--- src/rtl/keypad_entry_pkg.sv ---
// Shared definitions for the keypad entry block.
// Holds the control key codes, FSM and scan-result encodings, and the
// helpers that map a (row, col) position to its key code and that count
// or locate low row bits.
package keypad_entry_pkg;

  localparam logic [3:0] KEY_CLEAR = 4'hC;
  localparam logic [3:0] KEY_ENTER = 4'hF;

  typedef enum logic [1:0] {
    IDLE     = 2'd0,
    DEBOUNCE = 2'd1,
    HELD     = 2'd2
  } state_t;

  typedef enum logic [1:0] {
    SCAN_NONE   = 2'd0,
    SCAN_SINGLE = 2'd1,
    SCAN_MULTI  = 2'd2
  } scan_kind_t;

  // Key label at row r, column c; the code is the hex value of the label.
  function automatic logic [3:0] keymap(input logic [1:0] row, input logic [1:0] col);
    logic [3:0] code;
    case ({row, col})
      4'h0: code = 4'h1;
      4'h1: code = 4'h2;
      4'h2: code = 4'h3;
      4'h3: code = 4'hA;
      4'h4: code = 4'h4;
      4'h5: code = 4'h5;
      4'h6: code = 4'h6;
      4'h7: code = 4'hB;
      4'h8: code = 4'h7;
      4'h9: code = 4'h8;
      4'hA: code = 4'h9;
      4'hB: code = 4'hC;
      4'hC: code = 4'hE;
      4'hD: code = 4'h0;
      4'hE: code = 4'hF;
      4'hF: code = 4'hD;
      default: code = 4'h0;
    endcase
    return code;
  endfunction

  // Number of active-low bits in a row sample (0..4).
  function automatic logic [2:0] count_lows(input logic [3:0] r);
    return {2'b00, ~r[0]} + {2'b00, ~r[1]} + {2'b00, ~r[2]} + {2'b00, ~r[3]};
  endfunction

  // Index of the lowest-numbered low row; only meaningful with one low.
  function automatic logic [1:0] low_row(input logic [3:0] r);
    logic [1:0] idx;
    if (!r[0]) begin
      idx = 2'd0;
    end else if (!r[1]) begin
      idx = 2'd1;
    end else if (!r[2]) begin
      idx = 2'd2;
    end else begin
      idx = 2'd3;
    end
    return idx;
  endfunction

endpackage

--- src/rtl/keypad_scanner.sv ---
// Column scanner for a 4x4 active-low keypad.
// Ports:
//   clk, rst_n  : clock, synchronous active-low reset
//   rows        : raw row inputs (asynchronous, active-low)
//   cols        : registered column drive, one bit low
//   scan_end    : high in the cycle whose edge takes the column-3 sample
//   scan_kind   : NONE / SINGLE / MULTI for the scan ending this cycle
//   scan_code   : key code when scan_kind is SINGLE
// scan_* are combinational so the consumer acts on the same edge that
// takes the final sample.
module keypad_scanner
  import keypad_entry_pkg::*;
#(
  parameter int SCAN_DIV = 50000
) (
  input  logic       clk,
  input  logic       rst_n,
  input  logic [3:0] rows,
  output logic [3:0] cols,
  output logic       scan_end,
  output scan_kind_t scan_kind,
  output logic [3:0] scan_code
);

  localparam int DW = $clog2(SCAN_DIV);
  localparam logic [DW-1:0] DWELL_LAST = DW'(SCAN_DIV - 1);

  logic [3:0]    sync1_r, sync2_r;
  logic [DW-1:0] dwell_r;
  logic [1:0]    col_r;
  logic [3:0]    cols_r;
  logic [1:0]    lows_acc_r;   // saturates at 2: anything beyond is MULTI
  logic [3:0]    code_acc_r;

  logic          dwell_done_s;
  logic [1:0]    next_col_s;
  logic [2:0]    col_lows_s;
  logic [2:0]    sum_s;
  logic [1:0]    lows_sat_s;
  logic [3:0]    code_next_s;

  // Fold the current column's sample into the running scan result.
  always_comb begin
    dwell_done_s = (dwell_r == DWELL_LAST);
    next_col_s   = col_r + 2'd1;
    col_lows_s   = count_lows(sync2_r);
    sum_s        = {1'b0, lows_acc_r} + col_lows_s;
    if (sum_s >= 3'd2) begin
      lows_sat_s = 2'd2;
    end else begin
      lows_sat_s = sum_s[1:0];
    end
    if (col_lows_s == 3'd1) begin
      code_next_s = keymap(low_row(sync2_r), col_r);
    end else begin
      code_next_s = code_acc_r;
    end
    scan_end  = dwell_done_s && (col_r == 2'd3);
    scan_code = code_next_s;
    case (lows_sat_s)
      2'd0:    scan_kind = SCAN_NONE;
      2'd1:    scan_kind = SCAN_SINGLE;
      default: scan_kind = SCAN_MULTI;
    endcase
  end

  // Row synchronizer, dwell counter, column drive and scan accumulator.
  always_ff @(posedge clk) begin
    if (!rst_n) begin
      sync1_r    <= 4'b1111;
      sync2_r    <= 4'b1111;
      dwell_r    <= {DW{1'b0}};
      col_r      <= 2'd0;
      cols_r     <= 4'b1110;
      lows_acc_r <= 2'd0;
      code_acc_r <= 4'd0;
    end else begin
      sync1_r <= rows;
      sync2_r <= sync1_r;
      if (dwell_done_s) begin
        dwell_r <= {DW{1'b0}};
        col_r   <= next_col_s;
        cols_r  <= ~(4'b0001 << next_col_s);
        if (col_r == 2'd3) begin
          lows_acc_r <= 2'd0;
          code_acc_r <= 4'd0;
        end else begin
          lows_acc_r <= lows_sat_s;
          code_acc_r <= code_next_s;
        end
      end else begin
        dwell_r <= dwell_r + DW'(1);
      end
    end
  end

  assign cols = cols_r;

endmodule

--- src/rtl/keypad_entry.sv ---
// Keypad entry: debounced single-key decode feeding a two-digit BCD entry.
// Ports:
//   clk, rst_n  : clock, synchronous active-low reset
//   rows / cols : keypad matrix (rows in, columns driven low one at a time)
//   tens, ones  : BCD entry digits
//   key_code    : code of the last accepted key
//   key_valid   : one-cycle pulse per accepted press
//   entry_done  : one-cycle pulse when the enter key (F) is accepted
module keypad_entry
  import keypad_entry_pkg::*;
#(
  parameter int SCAN_DIV       = 50000,
  parameter int DEBOUNCE_SCANS = 4
) (
  input  logic       clk,
  input  logic       rst_n,
  input  logic [3:0] rows,
  output logic [3:0] cols,
  output logic [3:0] tens,
  output logic [3:0] ones,
  output logic [3:0] key_code,
  output logic       key_valid,
  output logic       entry_done
);

  localparam logic [3:0] DEB_LAST = 4'(DEBOUNCE_SCANS);

  logic       scan_end_s;
  scan_kind_t scan_kind_s;
  logic [3:0] scan_code_s;

  state_t     state_r, state_n;
  logic [3:0] cand_r, cand_n;
  logic [3:0] cnt_r, cnt_n;
  logic [3:0] rcnt_r, rcnt_n;
  logic       accept_s;
  logic [3:0] tens_r, tens_n;
  logic [3:0] ones_r, ones_n;
  logic [3:0] key_code_r, key_code_n;
  logic       key_valid_r, key_valid_n;
  logic       entry_done_r, entry_done_n;

  keypad_scanner #(.SCAN_DIV(SCAN_DIV)) u_scanner (
    .clk       (clk),
    .rst_n     (rst_n),
    .rows      (rows),
    .cols      (cols),
    .scan_end  (scan_end_s),
    .scan_kind (scan_kind_s),
    .scan_code (scan_code_s)
  );

  // Press/release debounce FSM, advanced only at scan end.
  always_comb begin
    state_n  = state_r;
    cand_n   = cand_r;
    cnt_n    = cnt_r;
    rcnt_n   = rcnt_r;
    accept_s = 1'b0;
    if (scan_end_s) begin
      case (state_r)
        IDLE: begin
          if (scan_kind_s == SCAN_SINGLE) begin
            cand_n = scan_code_s;
            cnt_n  = 4'd1;
            rcnt_n = 4'd0;
            if (DEB_LAST == 4'd1) begin
              accept_s = 1'b1;
              state_n  = HELD;
            end else begin
              state_n = DEBOUNCE;
            end
          end else begin
            state_n = IDLE;
          end
        end
        DEBOUNCE: begin
          if ((scan_kind_s == SCAN_SINGLE) && (scan_code_s == cand_r)) begin
            cnt_n = cnt_r + 4'd1;
            if (cnt_n == DEB_LAST) begin
              accept_s = 1'b1;
              state_n  = HELD;
              rcnt_n   = 4'd0;
            end else begin
              state_n = DEBOUNCE;
            end
          end else begin
            state_n = IDLE;
            cnt_n   = 4'd0;
          end
        end
        HELD: begin
          // Any key activity restarts the release count; no auto-repeat.
          if (scan_kind_s == SCAN_NONE) begin
            rcnt_n = rcnt_r + 4'd1;
            if (rcnt_n == DEB_LAST) begin
              state_n = IDLE;
              rcnt_n  = 4'd0;
              cnt_n   = 4'd0;
            end else begin
              state_n = HELD;
            end
          end else begin
            rcnt_n = 4'd0;
          end
        end
        default: begin
          state_n = IDLE;
          cnt_n   = 4'd0;
          rcnt_n  = 4'd0;
        end
      endcase
    end else begin
      state_n = state_r;
    end
  end

  // Accept action: digit shift, clear, enter and the output pulses.
  always_comb begin
    tens_n       = tens_r;
    ones_n       = ones_r;
    key_code_n   = key_code_r;
    key_valid_n  = 1'b0;
    entry_done_n = 1'b0;
    if (accept_s) begin
      key_valid_n = 1'b1;
      key_code_n  = cand_n;
      if (cand_n <= 4'd9) begin
        tens_n = ones_r;
        ones_n = cand_n;
      end else if (cand_n == KEY_CLEAR) begin
        tens_n = 4'd0;
        ones_n = 4'd0;
      end else if (cand_n == KEY_ENTER) begin
        entry_done_n = 1'b1;
      end else begin
        tens_n = tens_r;
        ones_n = ones_r;
      end
    end else begin
      key_valid_n = 1'b0;
    end
  end

  // State and output registers.
  always_ff @(posedge clk) begin
    if (!rst_n) begin
      state_r      <= IDLE;
      cand_r       <= 4'd0;
      cnt_r        <= 4'd0;
      rcnt_r       <= 4'd0;
      tens_r       <= 4'd0;
      ones_r       <= 4'd0;
      key_code_r   <= 4'd0;
      key_valid_r  <= 1'b0;
      entry_done_r <= 1'b0;
    end else begin
      state_r      <= state_n;
      cand_r       <= cand_n;
      cnt_r        <= cnt_n;
      rcnt_r       <= rcnt_n;
      tens_r       <= tens_n;
      ones_r       <= ones_n;
      key_code_r   <= key_code_n;
      key_valid_r  <= key_valid_n;
      entry_done_r <= entry_done_n;
    end
  end

  assign tens       = tens_r;
  assign ones       = ones_r;
  assign key_code   = key_code_r;
  assign key_valid  = key_valid_r;
  assign entry_done = entry_done_r;

endmodule

--- config.mk ---
export PLATFORM = sky130hd
export DESIGN_NAME = keypad_entry
export DESIGN_NICKNAME = d
export VERILOG_FILES = /design/src/rtl/keypad_entry_pkg.sv /design/src/rtl/keypad_scanner.sv /design/src/rtl/keypad_entry.sv
export SDC_FILE = /design/constraint.sdc
export NUM_CORES = 1
export LEC_CHECK = 0
export CAP_MARGIN = 20
export CORE_MARGIN = 3
export CORE_UTILIZATION = 59
export CTS_CLUSTER_DIAMETER = 80
export DETAILED_ROUTE_END_ITERATION = 12
export PLACE_DENSITY_LB_ADDON = 0.25
export SLEW_MARGIN = 20
export SYNTH_ARGS = -nofsm -noshare
export SYNTH_HDL_FRONTEND = slang
export SYNTH_SLANG_ARGS = --single-unit
--- constraint.sdc ---
create_clock -name clk -period 5.2 [get_ports clk]
set_input_delay 1.3 -clock clk [delete_from_list [all_inputs] [get_ports clk]]
set_output_delay 1.3 -clock clk [all_outputs]
set_load 0.1 [all_outputs]
# Word-level counts from Yosys, hierarchy flattened
# Memory sizes are Yosys's and may differ from the RTL's.
# Index checks and enable logic that the tools add are counted.
# classes
addsub	8
n_lt_le_gt_ge	2
n_eq_ne	17
n_shift	1
muxes	38
bitwise	7
n_reduce_logical	12
# op_table
operator	count
4-bit two-way mux	17
4-bit case mux with 3 select lines	2
2-bit two-way mux	9
16-bit by 1-bit adder with 16-bit output (second input constant)	1
16-bit equality test (second input constant)	1
2-bit inequality test (second input constant)	5
4-bit by 1-bit adder with 4-bit output (second input constant)	2
4-bit by 3-bit equality test with 1-bit output (second input constant)	2
4-bit equality test (second input constant)	2
1-bit two-way mux	8
4-bit AND reduction	2
3-bit by 1-bit adder with 3-bit output	2
2-bit by 1-bit equality test with 1-bit output (second input constant)	3
2-bit zero test	3
1-bit NOT	6
2-bit case mux with 3 select lines	1
2-bit equality test (second input constant)	2
4-bit equality test	1
4-bit less-or-equal comparator (second input constant)	1
4-bit NOT	1
2-bit case mux with 2 select lines	1
2-bit AND reduction	2
4-bit OR reduction	1
1-bit by 2-bit << shifter with 4-bit output (first input constant)	1
8 further kinds	9
# totals
regBits	64
rom_bits	64
input_bits	6
output_inout_bits	18
word_cells	102
n_memories	1
# memory_table
name	depth	word_bits	rd	rd_ports_with_merged_regs	wr	line_no	source
(no name shown)	16	4	1	0	0	keypad_entry_pkg.sv:25	case ({row, col})

# Depth between registers and ports, before layout
# Gate-level depths: netlist of run 1.
# logic_depth
word_depth	16
mapped_depth	14
mapped_depth_nobuf	12

# By module
# Synthesis of run 1 repeated with hierarchy kept, for this count alone.
# hier_totals
hier_cells	366
hier_area_um2	3241.9
# by_module_without_submodules
module	instances	cells_per_inst	area_each_um2	seq_area_each_um2
keypad_scanner	1	198	1786.7	720.7
keypad_entry	1	168	1455.1	560.5

# Least setup slack after synthesis of run 1
# OpenSTA, ideal clock, no wires.
# synth_timing
kind	reg-to-reg
from	register u_scanner.sync2_r[0]
to	register ones_r[1], in the netlist ones[1]
setup_time_ps	146
arrival_time_ps	3806
required_ps	5054
slack_ps	1248
stages_incl_launch_ff	14
path_buffers	1
synth_period_minus_slack_ps	3952
cell_sequence	dfxtp_1 -> buf_4 -> inv_1 -> ha_1 -> fa_1 -> ha_1 -> fa_1 -> xnor2_1 -> nand4_1 -> nor3_1 -> mux2_2 -> a21boi_1 -> a2111oi_4 -> o32ai_1
# synth_between
elab_chain_cells	16
elab_cells_between_ends	29
cone_classes	add/sub (4); order compare (2); eq/ne (5); mux (12); bitwise (1); reduce/logical (4); memory (1)
# synth_rtl
item	line_no	source
start, declared	keypad_scanner.sv:28	logic [3:0] sync1_r, sync2_r;
start signal, assigned	keypad_scanner.sv:79	sync2_r <= sync1_r;
1-bit NOT	keypad_entry_pkg.sv:49	return {2'b00, ~r[0]} + {2'b00, ~r[1]} + {2'b00, ~r[2]} + {2'b00, ~r[3]};
1-bit by 1-bit adder with 2-bit output	keypad_entry_pkg.sv:49	
3-bit by 1-bit adder with 3-bit output (2 in a row)	keypad_entry_pkg.sv:49	
2-bit by 3-bit adder with 3-bit output	keypad_scanner.sv:47	sum_s = {1'b0, lows_acc_r} + col_lows_s;
3-bit by 2-bit greater-or-equal comparator with 1-bit output	keypad_scanner.sv:48	if (sum_s >= 3'd2) begin
2-bit two-way mux	keypad_scanner.sv:48	
2-bit by 1-bit equality test with 1-bit output / 2-bit zero test (equally long branches)	keypad_scanner.sv:60	case (lows_sat_s)
2-bit case mux with 2 select lines	keypad_scanner.sv:60	
2-bit by 1-bit equality test with 1-bit output	keypad_entry.sv:63, keypad_entry.sv:78	
4-bit two-way mux	keypad_entry.sv:63	if (scan_kind_s == SCAN_SINGLE) begin
4-bit two-way mux	keypad_entry.sv:61	case (state_r)
4-bit two-way mux	keypad_entry.sv:60	if (scan_end_s) begin
4-bit less-or-equal comparator / 4-bit equality test (equally long branches)	keypad_entry.sv:128, keypad_entry.sv:131	
2-bit nonzero test (no source line)	--	
2-bit AND reduction (no source line)	--	
end signal, assigned	keypad_entry.sv:163	ones_r <= ones_n;
end, declared	keypad_entry.sv:38	logic [3:0] ones_r, ones_n;
# Several ways; a longest one is shown, not always the timed one. The select of a mux whose other input is x is not followed.
# A chain may end at the register's enable or synchronous reset.

# Final worst setup path of run 1
# layout_timing
from	register u_scanner.sync2_r[0]
to	register tens_r[2], in the netlist tens[2]
# layout_between
elab_chain_cells	16
elab_cells_between_ends	29
cone_classes	add/sub (4); order compare (2); eq/ne (5); mux (12); bitwise (1); reduce/logical (4); memory (1)
# layout_rtl
item	line_no	source
1-bit NOT	keypad_entry_pkg.sv:49	
1-bit by 1-bit adder with 2-bit output	keypad_entry_pkg.sv:49	
3-bit by 1-bit adder with 3-bit output (2 in a row)	keypad_entry_pkg.sv:49	
2-bit by 3-bit adder with 3-bit output	keypad_scanner.sv:47	
3-bit by 2-bit greater-or-equal comparator with 1-bit output	keypad_scanner.sv:48	
2-bit two-way mux	keypad_scanner.sv:48	
2-bit by 1-bit equality test with 1-bit output / 2-bit zero test (equally long branches)	keypad_scanner.sv:60	
2-bit case mux with 2 select lines	keypad_scanner.sv:60	
2-bit by 1-bit equality test with 1-bit output	keypad_entry.sv:63, keypad_entry.sv:78	
4-bit two-way mux	keypad_entry.sv:63	
4-bit two-way mux	keypad_entry.sv:61	
4-bit two-way mux	keypad_entry.sv:60	
4-bit less-or-equal comparator / 4-bit equality test (equally long branches)	keypad_entry.sv:128, keypad_entry.sv:131	
2-bit nonzero test (no source line)	--	
2-bit AND reduction (no source line)	--	
end signal, assigned	keypad_entry.sv:162	tens_r <= tens_n;
end, declared	keypad_entry.sv:37	logic [3:0] tens_r, tens_n;
# Several ways; a longest one is shown, not always the timed one. The select of a mux whose other input is x is not followed.

==> metrics, run 1 <==
CTS tree built; critical path's top delay family adder cells; Clock Latency Late Sink around 0.35 ns; num rows 27; delay of the slowest critical-path stage 0.56 ns; routed vias roughly 3k; Initial Utilization 0.619; pre-CTS setup slack 0.836 ns; Worst Path Required 5.40 ns; unrepaired setup endpoints after global routing no; slowest CP cell a2111oi_4; Post-CTS Resized 0; share of layout cells above drive strength 1 0.0864; CTS clk-pin slew, worst paths approximately 0.07 ns; Primary FF master, synth dfxtp_1; critical path arrival between 4 and 5 ns; Syn Area/Cell around 8.6 um^2; CP Cell Sequence inv_1 -> ha_1 -> fa_1 -> ha_1 -> fa_1 -> xnor2_1 -> nand4_1 -> nor3_1 -> mux2_2 -> a21boi_1 -> a2111oi_4 -> o32ai_1; EDFF count, synth 0; R2R depth 12; CTS sink cnt 64; critical setup path kind flip-flop to flip-flop; Final min period around 4.4 ns; final hold violation count 0; # port buffers 23; cell count after synthesis roughly 400; HPWL Detailed 5.44 mm; Final Worst Setup Slack about 0.79 ns; final setup violation count 0; CP Launch Type flip-flop; fin. max-slew vios 0; area share of the leading cell type in the synthesized netlist 0.369; vias in the first global route 2860; period utilisation layout 0.848; Congestion Overflow GR 0; pwr dens approximately 270 nW/um^2; Die ar. 6840 um^2; H-tree levels 3; Syn-to-layout area delta 14.4%; wire length of the first global-routing pass between 10 and 15 mm; P_leak around 1.4 nW; Crit. Startpoint u_scanner.sync2_r[0]; First DRT Iteration DRCs approximately 140; CP Capture Type flip-flop; max frequency between 0.2 and 0.25 GHz; die height between 80 and 90 um; Seq/Total Area, Yosys 0.369; maximum vdd drop between 0.2 and 0.25 mV; largest net degree at the start of global routing 37; initial antenna violation count 0; setup bufs post-CTS 0; DRT Pass-1 Iters 5; Worst Hold Class flip-flop to flip-flop; GRT Util Overall 0.248; TNS Setup 0 ns; WP buf/inv 1; vias per cell around 6; async set-reset flop share out of synthesis 0; synthesis-stage register bit count 64; worst slew pin tran roughly 1 ns; Synth Warn # 0; synth top area cells dfxtp_1 37%, ha_1 5.8%, nand2_1 5.0%; Stages on worst setup path 12; # hold bufs at CTS 0; total routed wirelength roughly 7.7 mm; maxcap violations 0; Syn Std Cell Area approximately 3500 um^2; n_diodes 0; # DRC 0; Die X about 83 um; R2R Path Start u_scanner.sync2_r[0]; Net count, final roughly 450; synth unique cells 66; Num CTS Buffers 9; R2R setup slack about 0.8 ns; area leader, netlist dfxtp_1; Slew headroom 0.345; Critical Path End tens[2]; Max clock buf depth 2; Net Count, Synth 426; Clock Skews 0.0158 ns; CP max FO 10; ANT nets after route 0; reg-to-reg endpoint tens[2]; IO Pins 24; total power 1.07 mW; per-cell routed wire length 15.4 um; GPL Wtd Cong between 0.9 and 1; floorplan core area 5610 um^2; status finished clean; clock root cell clkbuf_8
layout make-up:
| cell class | instances | area [um^2] |
|---|---|---|
| Clock buffer | 12 | 155 |
| Multi-Input combinational cell | 306 | 2060 |
| Fill cell | 468 | 1640 |
| Clock inverter | 4 | 76.3 |
| Timing Repair Buffer | 24 | 238 |
| Inverter | 18 | 67.6 |
| Tap cell | 72 | 90.1 |
| Sequential cell | 64 | 1280 |
cell usage in the layout, fill, tap and decap left out, drive strengths merged, types with 3 or more instances in the layout:
cell type      instances
ha                    16
o2111ai                3
xor2                   6
inv                   17
a211oi                 3
nand2                 48
or2                    4
and4                   7
a31oi                  4
dfxtp                 64
clkdlybuf4s50         23
o21ai                 16
nor3                  12
o211ai                 6
nand2b                17
nand3                 15
xnor2                 14
o32ai                  8
nor2b                  4
nand4                  6
o2bb2ai                3
o21a                   6
or3                    4
nor2                  30
a21boi                 8
clkbuf                12
a21oi                 25
and3                   4
and2                   3
stage by stage:
stage | utilization | hold slack [ns] | std cells | instance area (um^2)
3_3_place_gp | 0.667 | 0.391 | 484 | 3740
6_report | 0.708 | 0.398 | 500 | 3970
3_5_place_dp | 0.667 | 0.396 | 484 | 3740
5_1_grt | 0.708 | 0.419 | 500 | 3970
4_1_cts | 0.708 | 0.403 | 500 | 3970
2_1_floorplan | - | 0.386 | 402 | 3470
flip-flops by register name (all words and copies together) (netlist names):
| register | count |
|---|---|
| u_scanner.dwell_r | 16 |
| cand_r | 4 |
| cnt_r | 4 |
| key_code | 4 |
| ones | 4 |
| rcnt_r | 4 |
| tens | 4 |
| u_scanner.code_acc_r | 4 |
| u_scanner.cols | 4 |
| u_scanner.sync1_r | 4 |
| u_scanner.sync2_r | 4 |
| state_r | 2 |
| u_scanner.col_r | 2 |
| u_scanner.lows_acc_r | 2 |
| entry_done | 1 |
| key_valid | 1 |
synthesized netlist by cell type, types with 2 or more instances:
master and n:
dfxtp_1 64, nand2_1 46, nor2_1 30, a21oi_1 25, inv_1 17, nand2b_1 17
ha_1 16, nand3_1 15, o21ai_0 14, xnor2_1 14, nor3_1 12, clkbuf_1 10
o32ai_1 8, a21boi_0 7, and4_1 7, o21a_1 6, xor2_1 6, nand4_1 5
o211ai_1 5, a31oi_1 4, and3_1 4, nor2b_1 4, a211oi_1 3, and2_1 3
buf_2 3, o2bb2ai_1 3, or2_2 3, or3_1 3, a221oi_2 2, and4bb_2 2
fa_1 2, mux2_2 2, nand2_2 2, nand3b_1 2, nand4b_1 2, o2111ai_1 2
o21ai_1 2, o22ai_1 2
layer usage:
metal / up-vias / GRT usage / part of all wire
li1: 1489 / - / -
met1: 1426 / 0.305 / 0.45
met2: 83 / 0.406 / 0.47
met3: 14 / 0.0640 / 0.062
met4: 0 / 0.113 / 0.017
met5: - / 0 / 0
how the worst min path moves through the flow:
stage,from,to,slack (ns),cells after the start
floorplan,u_scanner.sync1_r[0],u_scanner.sync2_r[0],0.39,1
CTS,u_scanner.sync1_r[2],u_scanner.sync2_r[2],0.40,1
global placement,u_scanner.sync1_r[3],u_scanner.sync2_r[3],0.39,1
global route,u_scanner.sync1_r[0],u_scanner.sync2_r[0],0.42,1
finish,u_scanner.sync1_r[2],u_scanner.sync2_r[2],0.40,1
detailed placement,u_scanner.sync1_r[0],u_scanner.sync2_r[0],0.40,1
where the power goes:
part	switching [mW]	total (mW)	internal (mW)
logic	0.0498	0.0755	0.0257
clock network	0.198	0.495	0.297
registers	0.00319	0.498	0.495
total	0.251	1.07	0.818
logic make-up (layout without fill, tap and decap cells):
group	after synthesis	in the layout	share of synthesized area
adder cells (fa/ha/maj)	18	18	0.0692
multiplexers	3	3	0.00937
flip-flops	64	64	0.369
AND/OR/NAND/NOR	167	167	0.259
buffers and inverters	32	58	0.0368
AO/OA/AOI/OAI	98	98	0.206
XOR/XNOR	20	20	0.0505
No activity file was read; power rests on OpenSTA's default activity.
==> inputs of run 2 (changes only) <==
==> constraint.sdc (replaced) <==
create_clock -name clk -period 4.6 [get_ports clk]
set_input_delay 1.15 -clock clk [delete_from_list [all_inputs] [get_ports clk]]
set_output_delay 1.15 -clock clk [all_outputs]
set_load 0.1 [all_outputs]
==> run 2 against run 1 <==
Effect of this change: utilization shrank 0.51 points; clock power shrank 4.0%; total power increased by 5.3%; die area stayed put; highest routed layer unchanged.
==> metrics, run 2 (synthesis gave the netlist of run 1 again) <==
status finished clean (unchanged); total routed wirelength 7.66 mm (was 7.72 mm); Switch Pwr 0.274 mW (was 0.251 mW); worst slew pin tran 0.977 ns (was 0.980 ns); CTS sink cnt 64 (unchanged); n_diodes 0 (unchanged); Net count, final 449 (was 447); Clock Skews 0.0119 ns (was 0.0158 ns); maximum vdd drop 0.245 mV (was 0.244 mV); Switching Fraction 0.244 (was 0.235); vias in the first global route 2792 (was 2860); Min-Delay Startpoint u_scanner.sync1_r[2] (unchanged); Clk pwr share 0.423 (was 0.463); P_leak 1.44 nW (was 1.45 nW); Biggest register u_scanner.dwell_r (unchanged); initial antenna violation count 0 (unchanged); Routed met3 length 397 um (was 475 um); Worst Path Required 4.85 ns (was 5.40 ns); vias per cell 5.98 (was 6.02); final setup violation count 0 (unchanged); Num CTS Buffers 9 (unchanged); largest net degree at the start of global routing 32 (was 37); critical setup path kind flip-flop to flip-flop (unchanged); most frequent cells in the layout 64 x dfxtp_1, 46 x nand2_1, 30 x nor2_1 (unchanged); Crit. Startpoint u_scanner.sync2_r[0] (unchanged); ANT nets after route 0 (unchanged); Pint 0.851 mW (was 0.818 mW); R2R Path Start u_scanner.sync2_r[0] (unchanged); clock root cell clkbuf_8 (unchanged); # port buffers 23 (unchanged); TNS Setup 0 ns (unchanged); final hold violation count 0 (unchanged); unrepaired setup endpoints after global routing no (unchanged); wl on met1 3.52 mm (was 3.45 mm); WL met2 3.54 mm (was 3.66 mm); floorplan core area 5610 um^2 (unchanged); Syn-to-layout area delta 13.5% (was 14.4%); Die X 82.7 um (unchanged); fin. max-slew vios 0 (unchanged); routed vias 2998 (was 3012); Congestion Overflow GR 0 (unchanged); # hold bufs at CTS 0 (unchanged); share of layout cells above drive strength 1 0.0862 (was 0.0864); Clock Latency Late Sink 0.35 ns (about the same); First DRT Iteration DRCs 149 (was 137); Logic pwr share 0.077 (was 0.071); Worst Hold Class flip-flop to flip-flop (unchanged); period utilisation layout 0.891 (was 0.848); num rows 27 (unchanged); wire length of the first global-routing pass 12.7 mm (was 13.0 mm); DRT Pass-1 Iters 4 (was 5); # DRC 0 (unchanged); Reg power frac 0.500 (was 0.466); most common cell after layout, fill and taps aside dfxtp_1 (unchanged); top layer in use met4 (unchanged); CP Launch Type flip-flop (unchanged); GRT Util Overall 0.241 (was 0.248); CTS tree built (unchanged); max FFs per register 16 (unchanged); Die ar. 6840 um^2 (unchanged); Max clock buf depth 2 (unchanged); Initial Utilization 0.619 (unchanged); per-cell routed wire length 15.3 um (was 15.4 um); Filler cells 458 (was 468); Final min period 4.10 ns (was 4.41 ns); max frequency 0.244 GHz (was 0.227 GHz); H-tree levels 3 (unchanged); total power 1.13 mW (was 1.07 mW); CP max FO 10 (unchanged); IO Pins 24 (unchanged); die height 82.7 um (unchanged); GPL Wtd Cong 0.920 (was 0.921); CTS clk-pin slew, worst paths 0.07 ns (about the same); critical path arrival 4.35 ns (was 4.62 ns); HPWL Detailed 5.53 mm (was 5.44 mm); CP Capture Type flip-flop (unchanged); pwr dens 285 nW/um^2 (was 269 nW/um^2); maxcap violations 0 (unchanged); Slew headroom 0.347 (was 0.345)
run 2: worst paths after layout:
path	cells after the start	endpoint	slack, ns
max reg2reg	13	tens[3]	0.50
max	13	tens[3]	0.50
min	1	u_scanner.sync2_r[2]	0.40
min reg2reg	1	u_scanner.sync2_r[2]	0.40
run 2: routing by layer:
metal,track usage,vias up
met2,0.394,70
li1,-,1493
met5,0,-
met4,0.103,0
met3,0.0542,21
met1,0.305,1414
run 2: cell type report:
type                            count  area (um^2)  share of cell area
Clock buffer                       12          145              0.0368
Clock inverter                      3         42.5              0.0108
Inverter                           18         67.6              0.0171
Multi-Input combinational cell    306         2060               0.523
Sequential cell                    64         1280               0.325
Tap cell                           72         90.1              0.0228
Timing Repair Buffer               26          253              0.0641
run 2: worst max-delay path: stages, from the launching register on:
cell	delay (ns)
dfxtp_1	0.49
inv_1	0.14
ha_1	0.33
fa_1	0.40
ha_1	0.35
fa_1	0.45
xnor2_1	0.23
nand4_1	0.19
or3_4	0.40
a311o_1	0.41
a21boi_1	0.27
a2111oi_4	0.05
buf_4	0.17
o32ai_1	0.12
run 2: power groups by stage:
stage	clock (mW)	sequential [mW]	combinational, mW
global placement	0	0.575	0.0831
detailed placement	0	0.576	0.0848
CTS	0.482	0.563	0.0853
floorplan	0	0.574	0.0647
finish	0.475	0.563	0.0867
global route	0.504	0.564	0.0953
run 2: what timing repair did:
action	4_1_cts	5_1_grt
endpoints found under the setup margin	0	8
buffers inserted	0	1
gates resized for setup	0	0
run 2: per-stage QoR:
stage,instance area (um^2),cells,utilization,hold slack [ns],setup WS (ns)
after CTS,3940,500,0.702,0.402,0.231
after global placement,3750,485,0.668,0.388,0.348
after floorplan,3470,402,-,0.386,0.648
after global routing,3940,501,0.703,0.422,0.170
after detailed placement,3750,485,0.668,0.392,0.245
final,3940,501,0.703,0.399,0.502
